--- config.mk ---
export PLATFORM = sky130hd
export DESIGN_NAME = avl_timer
export DESIGN_NICKNAME = d
export VERILOG_FILES = /design/src/rtl/avl_timer.sv
export SDC_FILE = /design/constraint.sdc
export NUM_CORES = 1
export LEC_CHECK = 0
export CAP_MARGIN = 0
export CORE_MARGIN = 3
export CORE_UTILIZATION = 40
export CTS_CLUSTER_SIZE = 30
export DETAILED_ROUTE_END_ITERATION = 10
export PLACE_DENSITY = 0.71
export REMOVE_ABC_BUFFERS = 1
export SETUP_SLACK_MARGIN = 0.5
export SLEW_MARGIN = 20
export SYNTH_ARGS = -nofsm -noshare
export SYNTH_HDL_FRONTEND = slang
export SYNTH_SLANG_ARGS = --single-unit
--- constraint.sdc ---
create_clock -name clk -period 3.47 [get_ports clk]
set_input_delay 0.694 -clock clk [delete_from_list [all_inputs] [get_ports clk]]
set_output_delay 0.694 -clock clk [all_outputs]
set_load 0.01 [all_outputs]
--- src/rtl/avl_timer.sv ---
// Avalon-MM 32-bit down-counting timer with prescaler, auto-reload and level interrupt.
// Register map by word: 0 CTRL {IE,AUTO,EN}, 1 LOAD, 2 COUNT, 3 STATUS {EXP}.
module avl_timer #(
    parameter int unsigned PRESCALE = 1
) (
    input  logic        clk,
    input  logic        rst,
    input  logic [31:0] avl_address,
    input  logic        avl_read,
    input  logic        avl_write,
    input  logic [31:0] avl_writedata,
    input  logic [3:0]  avl_byteenable,
    output logic [31:0] avl_readdata,
    output logic        avl_waitrequest,
    output logic        avl_irq
);

    // state | meaning
    // IDLE  | waitrequest high, capture any request
    // ACK   | waitrequest low for one cycle, write commits on this edge
    typedef enum logic {S_IDLE, S_ACK} state_t;

    localparam logic [15:0] PC_LAST = 16'(PRESCALE - 1);

    state_t      r_state;
    state_t      w_state_nxt;
    logic        w_capture;
    logic        w_commit;

    logic [1:0]  r_addr;
    logic [31:0] r_wdata;
    logic [3:0]  r_be;
    logic        r_is_wr;

    logic [2:0]  r_ctrl;
    logic [31:0] r_load;
    logic [31:0] r_count;
    logic        r_exp;
    logic [15:0] r_pc;

    logic [31:0] w_rd_mux;
    logic        w_tick;
    logic        w_expire;
    logic        w_wr_ctrl;
    logic        w_wr_load;
    logic        w_wr_count;
    logic        w_clr_exp;
    logic        w_unused_addr;

    function automatic logic [31:0] f_merge(input logic [31:0] old_val,
                                            input logic [31:0] new_val,
                                            input logic [3:0]  be);
        logic [31:0] res;
        res = old_val;
        for (int i = 0; i < 4; i++) begin
            if (be[i]) res[i*8 +: 8] = new_val[i*8 +: 8];
        end
        return res;
    endfunction

    assign w_unused_addr = ^{avl_address[31:4], avl_address[1:0]};

    always_ff @(posedge clk) begin
        if (rst) r_state <= S_IDLE;
        else     r_state <= w_state_nxt;
    end

    always_comb begin
        w_state_nxt     = r_state;
        avl_waitrequest = 1'b1;
        w_capture       = 1'b0;
        w_commit        = 1'b0;
        case (r_state)
            S_IDLE: begin
                if (avl_read || avl_write) begin
                    w_capture   = 1'b1;
                    w_state_nxt = S_ACK;
                end
            end
            S_ACK: begin
                avl_waitrequest = 1'b0;
                w_commit        = r_is_wr;
                w_state_nxt     = S_IDLE;
            end
            default: w_state_nxt = S_IDLE;
        endcase
    end

    always_comb begin
        w_rd_mux = 32'h0;
        case (avl_address[3:2])
            2'd0: w_rd_mux = {29'h0, r_ctrl};
            2'd1: w_rd_mux = r_load;
            2'd2: w_rd_mux = r_count;
            2'd3: w_rd_mux = {31'h0, r_exp};
            default: w_rd_mux = 32'h0;
        endcase
    end

    // A simultaneous read+write request is treated as a write.
    always_ff @(posedge clk) begin
        if (rst) begin
            r_addr       <= 2'd0;
            r_wdata      <= 32'h0;
            r_be         <= 4'h0;
            r_is_wr      <= 1'b0;
            avl_readdata <= 32'h0;
        end else if (w_capture) begin
            r_addr       <= avl_address[3:2];
            r_wdata      <= avl_writedata;
            r_be         <= avl_byteenable;
            r_is_wr      <= avl_write;
            avl_readdata <= w_rd_mux;
        end
    end

    assign w_tick     = r_ctrl[0] && (r_pc == PC_LAST);
    assign w_expire   = w_tick && (r_count == 32'd1);
    assign w_wr_ctrl  = w_commit && (r_addr == 2'd0) && r_be[0];
    assign w_wr_load  = w_commit && (r_addr == 2'd1);
    assign w_wr_count = w_commit && (r_addr == 2'd2) && (r_be != 4'h0);
    assign w_clr_exp  = w_commit && (r_addr == 2'd3) && r_be[0] && r_wdata[0];

    // Bus write to COUNT beats a tick; expiry beats a STATUS clear.
    always_ff @(posedge clk) begin
        if (rst) begin
            r_ctrl  <= 3'h0;
            r_load  <= 32'h0;
            r_count <= 32'h0;
            r_exp   <= 1'b0;
            r_pc    <= 16'h0;
        end else begin
            if (!r_ctrl[0] || w_tick) r_pc <= 16'h0;
            else                      r_pc <= r_pc + 16'd1;

            if (w_wr_ctrl) r_ctrl <= r_wdata[2:0];
            if (w_wr_load) r_load <= f_merge(r_load, r_wdata, r_be);

            if (w_wr_count)
                r_count <= f_merge(r_count, r_wdata, r_be);
            else if (w_expire)
                r_count <= r_ctrl[1] ? r_load : 32'h0;
            else if (w_tick && (r_count != 32'h0))
                r_count <= r_count - 32'd1;

            if (w_expire)       r_exp <= 1'b1;
            else if (w_clr_exp) r_exp <= 1'b0;
        end
    end

    assign avl_irq = r_exp & r_ctrl[2];

endmodule
==> results of run 1 <==
[registers in the layout, summed over array words and instances (netlist names)]
name and count:
r_exp 1, r_state 1, r_be 4, r_ctrl 3, r_addr 2, r_is_wr 1
r_count 32, r_load 32, r_pc 16, r_wdata 32, avl_readdata 32
[final cells by class]
class	count	share of cell area
multi-input cells	675	0.436
flip-flops and latches	156	0.349
repair buffers	101	0.110
clock buffers	21	0.0526
well taps	225	0.0315
clock inverters	11	0.0151
inverters	13	0.00546
[per-layer routing]
| layer | part of all wire | up-vias | global-route usage |
|---|---|---|---|
| met4 | 0.016 | 0 | 0.0631 |
| li1 | - | 3384 | - |
| met5 | 0 | - | 0 |
| met1 | 0.45 | 3283 | 0.265 |
| met2 | 0.47 | 219 | 0.319 |
| met3 | 0.069 | 24 | 0.0529 |
[per-stage QoR]
stage	instances	util	total power [mW]
floorplan	844	-	2.11
global placement	1170	0.473	2.31
detailed placement	1170	0.473	2.32
CTS	1202	0.508	4.21
global route	1202	0.508	4.34
finish	1202	0.508	4.17
[kinds of logic (layout without fill, tap and decap cells)]
group           after synthesis  count (layout)  synth area share
simple gates                419             419             0.279
compound gates              206             206             0.183
flops                       156             156             0.426
buf+inv                      86             146            0.0479
xor+xnor                     40              40            0.0477
mux                           6               6           0.00989
fa+ha+maj                     4               4           0.00682
[cells in the final DEF (no fill, tap or decap), types with 5 or more instances in the layout]
master / netlist / routed
xor2_1: 16 / 16
inv_1: 13 / 13
a211oi_1: 16 / 16
mux2i_1: 5 / 5
nand3_1: 50 / 50
o211ai_1: 8 / 8
o32ai_1: 7 / 7
buf_4: 5 / 24
nand4_1: 9 / 9
nor2_1: 96 / 95
and3_1: 15 / 15
a21oi_1: 88 / 88
a31oi_1: 8 / 8
or4_4: 5 / 6
clkdlybuf4s50_1: 0 / 74
clkbuf_16: 0 / 17
nor4_1: 14 / 14
a32o_1: 9 / 9
nor3_1: 52 / 52
xnor2_1: 24 / 24
nand2_1: 144 / 144
o21ai_0: 21 / 21
or4_1: 7 / 6
a221oi_1: 31 / 31
dfxtp_1: 156 / 156
[critical path: stages (launching register included)]
cell and delay [ns]:
dfxtp_1 0.34, inv_1 0.06, ha_1 0.13, or4b_4 0.48, or4_4 0.59, or4_4 0.59
a221oi_2 0.26, nor4_1 0.07, a31o_1 0.20
[power by group]
part | switching, mW | total [mW] | internal [mW]
logic | 0.210 | 0.379 | 0.169
clock network | 0.767 | 1.89 | 1.13
registers | 0.0469 | 1.90 | 1.85
[path summary, 6_finish.rpt]
path / cells past startpoint / end / from
hold / removal: 2 / r_load[10] / r_load[10]
setup / recovery: 8 / r_count[11] / r_pc[0]
hold reg to reg: 2 / r_load[10] / r_load[10]
setup reg to reg: 8 / r_count[11] / r_pc[0]
[repair_timing]
| item | CTS | global route |
|---|---|---|
| gates resized for setup | 0 | 2 |
| setup endpoints to repair | 0 | 3 |
| hold buffers | 0 | 0 |
==> flow_summary.toml, run 1 <==
[synthesis]
ys_async_sr_fraction = 0
syn_avg_cell_area_um2 = 8.00
synth_edf_count = 0
yosysSeqAreaShare = 0.426
netlist_area_um2 = 7340
yosysUniqueCellTypes = 54
synth_most_common_cell = "dfxtp_1"
synth_area_leaders = "dfxtp_1 (43%), nand2_1 (7.4%), a21oi_1 (6.0%)"
syn_inst = 917
synth_top_area_cell = "dfxtp_1"
synth_top_cell_area_share = 0.426
synth-seq-cells = 156
yosysWarnings = 0
yosys-top-cells-count = "dfxtp_1 (156), nand2_1 (144), nor2_1 (96)"
synthFlopType = "dfxtp_1"

[cells_and_area]
finalInstanceArea_um2 = 8940
final_nets = 1040
multi_input_area_um2 = 3900
synthToLayoutAreaGrowth_pct = 21.9
register_area_um2 = 3120
num_antenna_cells = 0
drive_above_1_share = 0.0860
fill_cells = 1712

[grt]
grt_pass1_wl_um = 32700
track_usage = 0.200
grt_start_max_net_pins = 136
grt_overflow = 0
antenna_found_initial = 0
grt_pass1_vias = 6438

[routing]
postRouteAntennaNets = 0
wl_per_cell_um = 16.7
vias = 6910
drtPass1Iterations = 5
routed_wl_um = 20100
post-route-drc-count = 0
vias_per_cell = 5.75
drtIter0Drc = 509

[critical_path]
cp_max_fo = 5
path_class = "register to register"
arrival_ns = 3.16
cp.required_ns = 3.79
reg2reg_slack_ns = 0.63
endpoint_kind = "register"
cp-start-kind = "register"

[floorplan]
io_pins = 106
start_util = 0.417
core_area_um2 = 17600
rows = 48
chipWidth_um = 141
die_y_um = 141
die_area_um2 = 20000

[timing]
rsz0062_at_grt = "yes"
final_max_slew_viol_count = 0
hold_viol = 0
whs_ns = 0.470
period_needed_ns = 2.84
slew_headroom = 0.484
fin_setup_tns_ns = 0
setup_viol = 0
setup_ws_ns = 0.626
max_freq_mhz = 352
min_period_over_period = 0.820
clock_skew_ns = 0.0102
max_slew.worst_pin.slew_ns = 0.766

[clocking]
h-tree-depth = 4
cts_tree = "yes"
clockBufferDepth = 2
clk_latency_ns = 0.43
ctsRootBufferMaster = "clkbuf_16"
cts.clk_slew.worst_paths_ns = 0.06
postCtsSetupBuffers = 0
clkSinkCount = 156
cts_buffers = 17

[power]
peakVddDrop_mv = 0.390
power_density_nw_per_um2 = 466
p_leak_nw = 3.25

[placed_design]
dp_hpwl_um = 12900
globalplace.congestion = 0.894
dpl-instance-area_um2 = 8330
port_buffers = 75
dp_slack_ns = 0.639

[outcome]
status = "finished clean"

[hold_path]
min_path_type = "register to register"

[job]
maxCapViolCount = 0
(Power assumes the default switching activity.)
==> run 2, diff against run 1 <==
PLACE_DENSITY = 0.73   (was 0.71)
clock period = 2.55 ns   (was 3.47 ns; I/O delays follow)
==> run 2 against run 1 <==
Effect of this change:
- the flow now finishes with violations (setup timing)
- final area up 8.9%
- sequential power up 36%
- die area unchanged
- register-to-register slack worse by 0.71 ns
- clock skew up 0.0048 ns
- sequential share of layout area down 2.8 points
- count of clock-buffer cells in the layout down 2
- maximum frequency up 8.0%
- clock power up 48%
==> flow_summary.toml, run 2 (synthesized netlist as in run 1, its figures left out) <==
[timing]
fin_setup_tns_ns = -0.714
max_freq_mhz = 380
slew_headroom = 0.588
min_period_over_period = 1.03
setup_ws_ns = -0.0822
whs_ns = 0.473
clock_skew_ns = 0.0150
rsz0062_at_grt = "yes"
hold_viol = 0
period_needed_ns = 2.63
setup_viol = 18
final_max_slew_viol_count = 0
max_slew.worst_pin.slew_ns = 0.618

[critical_path]
endpoint_kind = "register"
cp.required_ns = 2.87
cp-start-kind = "register"
cp_max_fo = 3
reg2reg_slack_ns = -0.08
path_class = "register to register"
arrival_ns = 2.95

[placed_design]
dp.cells = 1221
globalplace.congestion = 0.876
port_buffers = 75
dp_hpwl_um = 13900

[power]
power_mw = 5.93
power_density_nw_per_um2 = 609
p_leak_nw = 3.69
peakVddDrop_mv = 0.735

[floorplan]
core_area_um2 = 17600
die_y_um = 141
rows = 48
io_pins = 106
start_util = 0.417
die_area_um2 = 20000
chipWidth_um = 141

[clocking]
cts.clk_slew.worst_paths_ns = 0.06
cts_tree = "yes"
hold_buffers = 0
ctsRootBufferMaster = "clkbuf_16"
clockBufferDepth = 2
clk_latency_ns = 0.43
cts_buffers = 17
h-tree-depth = 4
clkSinkCount = 156

[grt]
antenna_found_initial = 1
grt_start_max_net_pins = 136
grt_pass1_wl_um = 35500
track_usage = 0.217
grt_overflow = 0
grt_pass1_vias = 7113

[cells_and_area]
stdcell_count = 1265
final_cell_mix = "dfxtp_1 (153), nand2_1 (140), nor2_1 (90)"
synthToLayoutAreaGrowth_pct = 32.7
num_antenna_cells = 0
layout_commonest_cell = "dfxtp_1"
final_core_utilization = 0.553
final_nets = 1106
drive_above_1_share = 0.179

[routing]
vias = 7434
postRouteAntennaNets = 0
routed_wl_um = 21900
drtIter0Drc = 709
post-route-drc-count = 0
wl_per_cell_um = 17.3
vias_per_cell = 5.88
drtPass1Iterations = 5

[job]
maxCapViolCount = 0

[outcome]
violations = "setup timing"
status = "complete, but fails checks"

[hold_path]
min_path_type = "register to register"
## run 2: changes by cell type in the layout (fill, tap and decap cells not counted), sizes merged
cell / change
buf: +66
bufinv: +3
clkinv: -3
clkbuf: -2
clkdlybuf4s50: -1
dlygate4sd2: +1
inv: -1
## run 2: final timing paths
path	start	depth (start not counted)	end
worst max-delay path	r_pc[9]	6	r_count[11]
worst min-delay path	avl_readdata[0]	2	avl_readdata[0]
worst max register to register	r_pc[9]	6	r_count[11]
worst min register to register	avl_readdata[0]	2	avl_readdata[0]
## run 2: worst max-delay path: stages, from the launching register on
cell and delay (ns):
dfxtp_1 0.31, or4_4 0.56, or4_4 0.58, or4_4 0.54
a221oi_2 0.27, nor4_1 0.07, a31o_1 0.20
## run 2: timing repair
item | CTS | global route
endpoints found under the setup margin | 34 | 55
buffers inserted | 10 | 5
gates resized for setup | 38 | 28
pin swaps | 30 | 17
## run 2: through the flow
stage | worst slack [ns] | area [µm²]
after floorplan | -2.07 | 7030
after global placement | -0.113 | 8750
after detailed placement | -0.165 | 8750
after CTS | -0.0807 | 9600
after global routing | -0.203 | 9740
final | -0.0822 | 9740
## run 2: per-layer routing
metal  up-vias  track usage  part of all wire
met5         -            0           0.00050
met3        51       0.0519             0.072
met4         2       0.0833             0.023
met1      3564        0.271              0.42
met2       302        0.363              0.49
li1       3515            -                 -
## run 2: cell type report
class | instances | area, µm²
inverter | 13 | 48.8
fill | 1614 | 7860
tap | 225 | 282
clock buffer | 19 | 453
clock inverter | 10 | 190
multi-input combinational | 675 | 4060
timing repair buffer | 167 | 1570
sequential | 156 | 3130
## run 2: power by group
group	internal, mW	leakage, nW	total [mW]	switching (mW)
clock network	1.78	0.304	2.79	1.02
registers	2.52	1.27	2.59	0.0656
logic	0.248	2.11	0.548	0.300
==> run 3, diff against run 2 <==
ABC_CLOCK_PERIOD_IN_PS = 2550   (was unset)
==> results of run 3 <==
No change in the layout: final DEF, timing and power equal those of run 2.
